--- config.mk ---
export PLATFORM = sky130hd
export DESIGN_NAME = mem_access_stage
export DESIGN_NICKNAME = d
export VERILOG_FILES = /design/src/rtl/mem_pkg.sv /design/src/rtl/mem_load_ext.sv /design/src/rtl/mem_access_stage.sv
export SDC_FILE = /design/constraint.sdc
export NUM_CORES = 1
export LEC_CHECK = 0
export CAP_MARGIN = 20
export CORE_ASPECT_RATIO = 0.8
export CORE_MARGIN = 3
export CORE_UTILIZATION = 35
export DETAILED_ROUTE_END_ITERATION = 8
export PLACE_DENSITY = 0.73
export SYNTH_ARGS = -nofsm -noshare
export SYNTH_HDL_FRONTEND = slang
export SYNTH_SLANG_ARGS = --single-unit
export TNS_END_PERCENT = 10
--- constraint.sdc ---
create_clock -name clk -period 4.9 [get_ports clk]
set_clock_uncertainty 0.2 [all_clocks]
set_input_delay 1.225 -clock clk [delete_from_list [all_inputs] [get_ports clk]]
set_output_delay 1.225 -clock clk [all_outputs]
set_load 0.02 [all_outputs]
--- src/rtl/mem_pkg.sv ---
// Shared definitions for the memory-access stage: op codes, FSM states,
// byte-enable constants and op-class helpers.
package mem_pkg;

    localparam logic [3:0] OP_NONE = 4'd0;
    localparam logic [3:0] OP_LW   = 4'd1;
    localparam logic [3:0] OP_LH   = 4'd2;
    localparam logic [3:0] OP_LHU  = 4'd3;
    localparam logic [3:0] OP_LB   = 4'd4;
    localparam logic [3:0] OP_LBU  = 4'd5;
    localparam logic [3:0] OP_SW   = 4'd6;
    localparam logic [3:0] OP_SH   = 4'd7;
    localparam logic [3:0] OP_SB   = 4'd8;

    localparam logic [3:0] BE_WORD    = 4'b1111;
    localparam logic [3:0] BE_HALF_LO = 4'b0011;
    localparam logic [3:0] BE_HALF_HI = 4'b1100;
    localparam logic [3:0] BE_BYTE    = 4'b0001;

    typedef enum logic [1:0] {
        S_IDLE,
        S_REQ,
        S_WAIT_R,
        S_RESP
    } state_t;

    function automatic logic is_load(logic [3:0] op);
        return (op >= OP_LW) && (op <= OP_LBU);
    endfunction

    function automatic logic is_store(logic [3:0] op);
        return (op >= OP_SW) && (op <= OP_SB);
    endfunction

    function automatic logic is_word(logic [3:0] op);
        return (op == OP_LW) || (op == OP_SW);
    endfunction

    function automatic logic is_half(logic [3:0] op);
        return (op == OP_LH) || (op == OP_LHU) || (op == OP_SH);
    endfunction

endpackage

--- src/rtl/mem_load_ext.sv ---
// Load data alignment and sign/zero extension of a returned bus word.
// Purely combinational; word loads ignore the low address bits.
module mem_load_ext
    import mem_pkg::*;
(
    input  logic [3:0]  i_op,
    input  logic [1:0]  i_addr,
    input  logic [31:0] i_rdata,
    output logic [31:0] o_ext
);

    logic [15:0] w_half;
    logic [7:0]  w_byte;

    assign w_half = i_addr[1] ? i_rdata[31:16] : i_rdata[15:0];

    always_comb begin
        w_byte = i_rdata[7:0];
        unique case (i_addr)
            2'd1:    w_byte = i_rdata[15:8];
            2'd2:    w_byte = i_rdata[23:16];
            2'd3:    w_byte = i_rdata[31:24];
            default: w_byte = i_rdata[7:0];
        endcase
    end

    always_comb begin
        o_ext = i_rdata;
        unique case (1'b1)
            (i_op == OP_LH):  o_ext = {{16{w_half[15]}}, w_half};
            (i_op == OP_LHU): o_ext = {16'h0000, w_half};
            (i_op == OP_LB):  o_ext = {{24{w_byte[7]}}, w_byte};
            (i_op == OP_LBU): o_ext = {24'h000000, w_byte};
            default:          o_ext = i_rdata;
        endcase
    end

endmodule

--- src/rtl/mem_access_stage.sv ---
// Memory-access pipeline stage: req/gnt/rvalid bus master with load/store lanes.
// Define MEM_ALIGN_CHECK_EN to trap misaligned word/half accesses via out_exc.
module mem_access_stage
    import mem_pkg::*;
#(
    parameter int ADDR_W = 32,
    parameter int REG_W  = 5
) (
    input  logic              clk,
    input  logic              reset,
    input  logic              in_valid,
    output logic              in_ready,
    input  logic [3:0]        in_op,
    input  logic [31:0]       in_addr,
    input  logic [31:0]       in_wdata,
    input  logic [31:0]       in_wd,
    input  logic [REG_W-1:0]  in_rd,
    output logic              mem_req,
    output logic              mem_we,
    output logic [ADDR_W-1:0] mem_addr,
    output logic [3:0]        mem_be,
    output logic [31:0]       mem_wdata,
    input  logic              mem_gnt,
    input  logic              mem_rvalid,
    input  logic [31:0]       mem_rdata,
    output logic              out_valid,
    output logic [31:0]       out_wd,
    output logic [REG_W-1:0]  out_rd,
    output logic              out_exc
);

    state_t            r_state;
    state_t            w_next;
    logic [3:0]        r_op;
    logic [ADDR_W-1:0] r_addr;
    logic [31:0]       r_wdata;
    logic [31:0]       r_wd;
    logic [REG_W-1:0]  r_rd;

    logic [3:0]  w_op;
    logic        w_mis;
    logic        w_accept;
    logic        w_capture;
    logic        w_req;
    logic        w_resp;
    logic [31:0] w_ext;
    logic [3:0]  w_be;
    logic [31:0] w_sdata;

    assign w_op     = (in_op > OP_SB) ? OP_NONE : in_op;
    assign w_accept = (r_state == S_IDLE) && in_valid;
    assign w_req    = (r_state == S_REQ);
    assign w_resp   = (r_state == S_RESP);

`ifdef MEM_ALIGN_CHECK_EN
    logic r_exc;

    assign w_mis = (is_word(w_op) && (in_addr[1:0] != 2'b00))
                 || (is_half(w_op) && in_addr[0]);

    always_ff @(posedge clk or negedge reset) begin
        if (!reset)        r_exc <= 1'b0;
        else if (w_accept) r_exc <= w_mis;
    end

    assign out_exc = w_resp && r_exc;
`else
    assign w_mis   = 1'b0;
    assign out_exc = 1'b0;
`endif

    // A load can complete in REQ when rvalid arrives together with gnt.
    assign w_capture = (w_req && mem_gnt && mem_rvalid && is_load(r_op))
                     || ((r_state == S_WAIT_R) && mem_rvalid);

    always_ff @(posedge clk or negedge reset) begin
        if (!reset) r_state <= S_IDLE;
        else        r_state <= w_next;
    end

    always_comb begin
        w_next = r_state;
        unique case (r_state)
            S_IDLE: begin
                if (in_valid)
                    w_next = (is_load(w_op) || is_store(w_op)) && !w_mis
                           ? S_REQ : S_RESP;
            end
            S_REQ: begin
                if (mem_gnt)
                    w_next = (is_store(r_op) || mem_rvalid) ? S_RESP : S_WAIT_R;
            end
            S_WAIT_R: begin
                if (mem_rvalid) w_next = S_RESP;
            end
            S_RESP:  w_next = S_IDLE;
            default: w_next = S_IDLE;
        endcase
    end

    always_ff @(posedge clk or negedge reset) begin
        if (!reset) begin
            r_op    <= OP_NONE;
            r_addr  <= '0;
            r_wdata <= '0;
            r_wd    <= '0;
            r_rd    <= '0;
        end else if (w_accept) begin
            r_op    <= w_op;
            r_addr  <= in_addr[ADDR_W-1:0];
            r_wdata <= in_wdata;
            r_wd    <= in_wd;
            r_rd    <= (is_store(w_op) || w_mis) ? '0 : in_rd;
        end else if (w_capture) begin
            r_wd    <= w_ext;
        end
    end

    mem_load_ext u_load_ext (
        .i_op    (r_op),
        .i_addr  (r_addr[1:0]),
        .i_rdata (mem_rdata),
        .o_ext   (w_ext)
    );

    always_comb begin
        w_be    = BE_WORD;
        w_sdata = r_wdata;
        unique case (1'b1)
            (r_op == OP_SH): begin
                w_be    = r_addr[1] ? BE_HALF_HI : BE_HALF_LO;
                w_sdata = {2{r_wdata[15:0]}};
            end
            (r_op == OP_SB): begin
                w_be    = BE_BYTE << r_addr[1:0];
                w_sdata = {4{r_wdata[7:0]}};
            end
            default: ;
        endcase
    end

    // Bus outputs are qualified by REQ so they fall with an async reset.
    assign mem_req   = w_req;
    assign mem_we    = w_req && is_store(r_op);
    assign mem_addr  = w_req ? {r_addr[ADDR_W-1:2], 2'b00} : '0;
    assign mem_be    = w_req ? w_be : 4'b0000;
    assign mem_wdata = (w_req && is_store(r_op)) ? w_sdata : '0;

    assign in_ready  = (r_state == S_IDLE);
    assign out_valid = w_resp;
    assign out_wd    = w_resp ? r_wd : '0;
    assign out_rd    = w_resp ? r_rd : '0;

endmodule

# --- Yosys cells after proc, flatten, opt, wreduce, memory -nomap -nowiden ---
# Index checks and enable logic that the tools add are counted.
totals:
  in_bits: 142
  wordCells: 68
  regBits: 107
classes:
  muxes: 21
  magnitude_cmp: 9
  eq_ne: 15
  n_reduce_logical: 16
  shift: 1
ops:
  columns: ["operator", "count"]
  rows:
  - ["2-to-1 mux 32 bit", 5]
  - ["one-hot mux 32 bit (4 select lines)", 1]
  - ["one-hot mux 32 bit (2 select lines)", 1]
  - ["one-hot mux 8 bit (3 select lines)", 1]
  - ["2-to-1 mux 16 bit", 1]
  - ["equality test 4 x 3 -> 1 bit, second input constant", 3]
  - ["2-to-1 mux 4 bit", 3]
  - ["logical AND 1 bit", 10]
  - ["2-to-1 mux 5 bit", 2]
  - ["equality test 2 bit, second input constant", 4]
  - ["equality test 4 x 2 -> 1 bit, second input constant", 2]
  - [">= comparator 4 x 1 -> 1 bit, second input constant", 2]
  - [">= comparator 4 x 3 -> 1 bit, second input constant", 2]
  - ["less-or-equal comparator 4 x 3 -> 1 bit, second input constant", 2]
  - ["less-or-equal comparator 4 bit, second input constant", 2]
  - ["2-to-1 mux 2 bit", 4]
  - ["one-hot mux 2 bit (4 select lines)", 1]
  - ["one-hot mux 4 bit (2 select lines)", 1]
  - ["!= test 2 bit, second input constant", 3]
  - ["equality test 2 x 1 -> 1 bit, second input constant", 2]
  - ["equality test 4 bit, second input constant", 1]
  - ["> comparator 4 bit, second input constant", 1]
  - ["<< shifter 1 x 2 -> 4 bit, first input constant", 1]
  - ["logical OR 1 bit", 3]
  - ["4 further kinds", 4]

# --- Depth between registers and ports, before layout ---
# Gate-level depths: netlist (run 1).
logic_depth:
  depth_word: 8
  depth_mapped: 8
  ltp_nobuf: 6

# --- Hierarchy ---
# A second synthesis (run 1) with hierarchy kept.
unflattened:
  cells_unflattened: 578
  area_unflattened_um2: 6497.5
modules_own_cells:
  columns: ["mod", "cells_each", "area_per_inst_um2", "seq_area_each_um2", "instances"]
  rows:
  - ["mem_access_stage", 479, 5688.0, 2677.6, 1]
  - ["mem_load_ext", 99, 809.5, 0.0, 1]

# --- Worst setup path before layout (run 1) ---
# Ideal clock, no wire load.
synth_timing:
  path_kind: "flip-flop to output port"
  startpoint: "register r_op[2]"
  endpoint: "output port mem_wdata[27]"
  setup_slack_ns: 1.595
  arrival_ns: 1.880
  required_ns: 3.475
  stages_incl_launch_ff: 7
  n_path_buf: 3
  cell_sequence: "dfrtp_1 -> buf_2 -> nor4b_2 -> buf_2 -> o21ai_1 -> clkbuf_1 -> a31oi_1"
synth_via:
  elab_chain_len: 4
synth_rtl:
  columns: ["element", "line", "rtl"]
  rows:
  - ["from (decl)", "mem_access_stage.sv:34", "logic [3:0] r_op;"]
  - ["from (signal assigned)", "mem_access_stage.sv:109", "r_op <= w_op;"]
  - [">= comparator 4 x 3 -> 1 bit or less-or-equal comparator 4 bit (tied branches)", "mem_pkg.sv:32", "return (op >= OP_SW) && (op <= OP_SB);"]
  - ["logical AND 1 bit", "mem_pkg.sv:32", null]
  - ["logical AND 1 bit", "mem_access_stage.sv:147", "assign mem_wdata = (w_req && is_store(r_op)) ? w_sdata : '0;"]
  - ["2-to-1 mux 32 bit *", "mem_access_stage.sv:147", null]
  - ["to (decl)", "mem_access_stage.sv:22", "output logic [31:0] mem_wdata,"]
# Every way passes the cells marked *; elsewhere a longest branch is shown, timed or not.

# --- Worst setup path after layout (run 1) ---
layout_timing:
  startpoint: "register r_op[1]"
  endpoint: "output port mem_wdata[0]"
layout_via:
  elab_chain_len: 4
layout_rtl:
  columns: ["element", "line"]
  rows:
  - [">= comparator 4 x 3 -> 1 bit or less-or-equal comparator 4 bit (tied branches)", "mem_pkg.sv:32"]
  - ["logical AND 1 bit *", "mem_pkg.sv:32"]
  - ["logical AND 1 bit *", "mem_access_stage.sv:147"]
  - ["2-to-1 mux 32 bit *", "mem_access_stage.sv:147"]
# Marked as above.

==> reports/qor.yml, run 1 <==
seqPwrFrac_pct: 32.0
synthFlopType: "dfrtp_1"
p_sw_share_pct: 40.6
clock_path_buffers: 2
area_growth_pct: 51.0
cts.clk_slew.worst_paths_ns: 0.07
via_count: 5293
start_util_pct: 36.3
diodes: 0
synth_top_area_cell: "dfrtp_1"
hpwl_um: 14400
setup_tns_ns: 0
max-vdd-ir-drop_v: 0.000268
root_buffer: "clkbuf_16"
worstSetupPathType: "reg -> out"
total_leakage_power_nw: 3.47
dr.pass1.iters: 5
power.switching_mw: 2.15
final_core_util_pct: 54.7
rsz0062_at_grt: "no"
grt_overflow_total: 0
fill_cells: 1430
cp-end-kind: "output port"
syn-cell-area_um2: 5800
grt_use_total_pct: 21.0
cpPeakStageDelay_ns: 0.58
first_iter_violations: 357
worstMarginPinSlew_ns: 0.921
die_area_um2: 18200
critical_path_required_ns: 3.47
grt_pass1_wl_um: 30100
ys_seq_area_share_pct: 46.1
drive_above_1_share_pct: 15.0
cts.sinks: 107
core_area_um2: 16000
rows: 41
reg2reg_depth: 5
io_pins: 252
worstHoldEndpoint: "r_addr[27]"
slew_headroom_pct: 38.6
vias_per_cell: 5.26
min_period_ns: 4.60
ys_top_cells_by_area: "dfrtp_1 46%, mux2_2 13%, and2_1 8.3%, nand2_1 5.2%, o22ai_1 3.4%"
ys_types: 48
routed_wl_um: 19300
cts_buffers: 9
hp-start: "r_addr[27]"
clock_latency_ns: 0.35
async_reset_ff_share_pct: 100
die_w_um: 150
fin_area_um2: 8760
postCtsResizedCells: 0
synth-seq-cells: 107
hp-class: "reg -> reg"
fin_crit_sh_pct: 93.9
synth_edf_count: 0
status: "finished, final reports clean"
cp_top_family: "buffers and inverters"
critPathLaunchType: "flip-flop"
netlist_instances: 559
cap_violations: 0
worstPathMaxFanout: 18
synth_top_area_share_pct: 46.1
io_buffers: 248
yosysWarnings: 0
path_cells: "and2_1, nor2b_1, o21ai_2, buf_4, inv_2, and2_1, clkdlybuf4s50_1"
placed_cell_area_um2: 8440
grt_start_max_net_pins: 86
timing.rr.end: "r_rd[2]"
clkPwrFrac_pct: 13.9
grt_pass1_vias: 5478
drc: 0
critPathBufInv: 3
final_net_count: 933
htreeDepth: 3
cts_tree: "built"
max_freq_mhz: 217
wire_per_inst_um: 19.2
cts_hold_buf: 0
fp.dieH_um: 121
slew_violations: 0
r2r-start: "r_state[0]"
cpMostUsedCell: "and2_1"
rrSetupSlack_ns: 2.09
antenna_found_initial: 0
place_inst: 990
cp_data_arrival_time_ns: 3.17
finalHoldViolCount: 0
avgSynthCellArea_um2: 10.4
hold_depth: 1
pwr-share-comb_pct: 54.1
crit_path_top_delay_cell: "dfrtp_1"
p_total_mw: 5.29
ant_nets: 0
stdcell_count: 1006
internal-power_mw: 3.14
cts_setup_buffers: 0
cellPowerDensity_nw_per_um2: 604
gp_congestion: 0.897
setup_viol: 0
## area by class of cell
class / count / area, µm² / area share, %
flip-flops and latches: 107 / 2680 / 30.6
clock buffers: 11 / 243 / 2.77
inverters: 7 / 26.3 / 0.300
well taps: 215 / 269 / 3.07
multi-input cells: 403 / 2910 / 33.2
clock inverters: 4 / 51.3 / 0.585
repair buffers: 259 / 2590 / 29.5
## cell usage in the layout (no fill, tap or decap), types with 2 or more instances in the layout
cell type,n
clkdlybuf4s50_1,247
dfrtp_1,107
nand2_1,80
and2_1,76
mux2_2,66
a21oi_1,35
o22ai_1,32
a31oi_1,23
a21oi_2,10
buf_4,10
a22oi_1,9
clkbuf_16,9
mux4_2,8
a32o_1,7
a22o_1,7
inv_1,6
o21ai_0,5
nand2b_1,4
ha_1,4
nor2_1,3
o21bai_1,3
conb_1,3
nor2b_1,2
or2_2,2
nor3_1,2
xor2_1,2
nor3b_1,2
## logic make-up (layout without fill, tap and decap cells)
group / count (synthesis) / count (layout) / synth area share (%)
XOR/XNOR: 2 / 2 / 0.302
AO/OA/AOI/OAI: 140 / 140 / 16.3
adder cells (fa/ha/maj): 4 / 4 / 0.862
flip-flops: 107 / 107 / 46.1
AND/OR/NAND/NOR: 179 / 179 / 16.1
other: 1 / 3 / 0.0646
buffers and inverters: 51 / 281 / 4.16
multiplexers: 75 / 75 / 16.1
## Yosys cell counts, drive strengths merged, types with 8 or more instances
cell    count
dfrtp     107
nand2      80
and2       77
mux2       66
a21oi      45
o22ai      32
a31oi      23
clkbuf     23
buf        21
a22oi       9
mux4        8
## worst register-to-register path: cells and delay by family, from the launching register on
family                   cells  cell delay [ns]
AO/OA/AOI/OAI                2             1.16
adder cells (fa/ha/maj)      1             0.31
buffers and inverters        1             0.14
flip-flops                   1             0.41
AND/OR/NAND/NOR              1             0.53
## registers in the layout, indices dropped and copies added, names as in the netlist
signal	flops
r_wd	32
r_op	4
r_rd	5
r_addr	32
r_wdata	32
r_state	2
## through the flow
stage / hold slack, ns / setup slack, ns
floorplan: 0.265 / 1.60
global placement: 0.281 / 0.704
detailed placement: 0.284 / 0.701
CTS: 0.304 / 0.310
global route: 0.317 / 0.142
finish: 0.299 / 0.301
## how the worst max path moves through the flow
| stage | from | endpoint | slack, ns | depth (start not counted) |
|---|---|---|---|---|
| finish | r_op[1] | mem_wdata[0] | 0.30 | 7 |
| global route | r_op[1] | mem_wdata[2] | 0.14 | 7 |
| CTS | r_op[1] | mem_wdata[7] | 0.31 | 7 |
| detailed placement | r_op[1] | mem_wdata[2] | 0.70 | 7 |
| global placement | r_op[1] | mem_wdata[25] | 0.70 | 5 |
| floorplan | r_op[2] | mem_wdata[27] | 1.60 | 6 |
## power by group through the flow
stage | logic (mW) | registers [mW] | clock network (mW)
2_1_floorplan | 1.94 | 1.52 | 0
6_report | 2.86 | 1.70 | 0.733
3_5_place_dp | 2.87 | 1.70 | 0
3_3_place_gp | 2.80 | 1.67 | 0
4_1_cts | 2.89 | 1.69 | 0.756
5_1_grt | 3.10 | 1.75 | 0.789
## per-layer routing
layer	global-route usage (%)	part of all wire, %	vias to the layer above	wire [µm]
met4	3.71	0.80	0	155
met5	0	0	-	0
met1	28.0	43	2600	8200
met3	6.42	8.9	14	1720
li1	-	-	2450	-
met2	34.4	48	229	9210
Note: power is estimated with default switching activity, not from simulation.
==> inputs of run 2 (changes only) <==
Settings changed: CAP_MARGIN 20 to not set, GPL_TIMING_DRIVEN set to 0.
==> run 2 against run 1 <==
Compared with the run above: first-iteration DRC count shrank 21%; design area grew 1.8%; sequential share of layout area shrank 0.55 points; count of clock-buffer cells in the layout shrank 1; critical path type unchanged; largest power group unchanged.
==> reports/qor.yml, run 2 (synthesis results as in run 1) <==
total_leakage_power_nw: 3.55  # +2.5%
max-vdd-ir-drop_v: 0.000255  # -4.8%
grt_overflow_total: 0  # unchanged
gp_congestion: 0.868  # -3.1%
rsz0062_at_grt: "no"
hp-class: "reg -> reg"
grt.busiest_layer: "met2"
postCtsResizedCells: 0  # unchanged
grt_start_max_net_pins: 59  # -31%
die_area_um2: 18200  # unchanged
final_cell_mix: "247 x clkdlybuf4s50_1, 107 x dfrtp_1, 80 x nand2_1, 77 x and2_1, 66 x mux2_2"
slew_headroom_pct: 32.9  # -5.8 points
fp.dieH_um: 121  # unchanged
cts_setup_buffers: 0  # unchanged
io_buffers: 248  # unchanged
antenna_found_initial: 0  # unchanged
die_w_um: 150  # unchanged
finalHoldViolCount: 0  # unchanged
worstPathMaxFanout: 10  # -8
met1_usage_pct: 30.3  # +2.3 points
worstSetupPathType: "reg -> out"
hpwl_um: 15200  # +5.5%
min_period_ns: 4.63  # +0.0315 ns
critical_path_required_ns: 3.47  # about the same
area_growth_pct: 53.7
grt_pass1_vias: 5451  # -0.49%
cpPeakStageDelay_ns: 0.60  # +0.02 ns
ant_nets: 0  # unchanged
fin_crit_sh_pct: 94.5  # +0.64 points
io_pins: 252  # unchanged
status: "finished, final reports clean"
cpMostUsedCell: "clkbuf_1"
critPathLaunchType: "flip-flop"
via_count: 5379  # +1.6%
path_cells: "buf_2, and2_1, clkbuf_1, nor2b_1, o21ai_1, clkbuf_1, a21oi_1, clkdlybuf4s50_1"
hold_depth: 1  # unchanged
cts.clk_slew.worst_paths_ns: 0.07  # about the same
first_iter_violations: 281  # -21%
cts_hold_buf: 0  # unchanged
setup_tns_ns: 0  # unchanged
core_area_um2: 16000  # unchanged
grt_pass1_wl_um: 30700  # +2.0%
setup_viol: 0  # unchanged
vias_per_cell: 5.17  # -1.7%
largestRegisters: "r_addr x32, r_wd x32, r_wdata x32"
met3_usage_pct: 7.06  # +0.63 points
reg2reg_depth: 7  # +2
max_freq_mhz: 216  # -0.68%
cts_tree: "built"
drc: 0  # unchanged
grt_use_total_pct: 21.7  # +0.67 points
cts.sinks: 107  # unchanged
dr.pass1.iters: 8  # +3
root_buffer: "clkbuf_16"
routed_wl_um: 19800  # +2.8%
final_common_cell: "clkdlybuf4s50_1"
start_util_pct: 36.3  # unchanged
crit_path_top_delay_cell: "clkdlybuf4s50_1"
htreeDepth: 3  # unchanged
cts_buffers: 9  # unchanged
diodes: 0  # unchanged
slew_violations: 0  # unchanged
wire_per_inst_um: 19.1  # -0.52%
final_net_count: 967  # +3.6%
cap_violations: 0  # unchanged
worstMarginPinSlew_ns: 1.01  # +0.0845 ns
clock_latency_ns: 0.34  # about the same
cellPowerDensity_nw_per_um2: 612  # +1.4%
cp_data_arrival_time_ns: 3.21  # +0.04 ns
grt_util_met2_pct: 33.0  # -1.4 points
cp-end-kind: "output port"
rows: 41  # unchanged
drive_above_1_share_pct: 15.0  # about the same
clock_path_buffers: 2  # unchanged
p_total_mw: 5.46  # +3.2%
-- run 2: cell types whose count changed in the layout (fill, tap and decap cells not counted), moves of 2 or more --
cell       before  now
bufinv_16       1    3
buf_4          10    3
buf_2           0   12
buf_6           0    2
clkbuf_1        1   24
buf_1           0    4
-- run 2: through the flow --
step / area, µm² / hold WS (ns) / util [%] / setup slack (ns) / instances
6_report: 8920 / 0.298 / 55.8 / 0.270 / 1040
4_1_cts: 8920 / 0.305 / 55.8 / 0.245 / 1040
2_1_floorplan: 5810 / 0.265 / - / 1.60 / 561
3_3_place_gp: 8560 / 0.282 / 53.5 / -1.98 / 1024
3_5_place_dp: 8590 / 0.284 / 53.7 / 0.620 / 1025
5_1_grt: 8920 / 0.316 / 55.8 / 0.0410 / 1040
-- run 2: final cells by class --
class	count	area (µm²)
Clock inverter	5	103
Timing Repair Buffer	249	2510
Clock buffer	10	229
Sequential cell	107	2680
Buffer	44	215
Tap cell	215	269
Inverter	7	26.3
Fill cell	1438	7080
Multi-Input combinational cell	403	2890
-- run 2: final timing paths --
path | from | to | slack [ns]
setup / recovery | r_op[1] | mem_wdata[14] | 0.27
hold / removal | r_addr[19] | r_addr[19] | 0.30
setup reg to reg | r_state[0] | r_addr[30] | 1.95
hold reg to reg | r_addr[19] | r_addr[19] | 0.30
max in group asynchronous | reset | r_addr[21] | 3.21
min in group asynchronous | reset | r_wd[24] | 0.62
-- run 2: layer usage --
layer	part of all wire (%)	vias to the layer above
met1	44	2601
met5	0	-
li1	-	2528
met3	9.4	17
met4	1.2	0
met2	45	233
-- run 2: worst max-delay path: cells and delay by family (launching register included) --
kind | cells | cell delay, ns
buffers and inverters | 4 | 1.46
AO/OA/AOI/OAI | 2 | 0.67
AND/OR/NAND/NOR | 2 | 0.38
flip-flops | 1 | 0.35
-- run 2: power breakdown --
group | switching (mW) | internal (mW)
Combinational | 1.60 | 1.45
Clock | 0.321 | 0.496
Sequential | 0.252 | 1.34
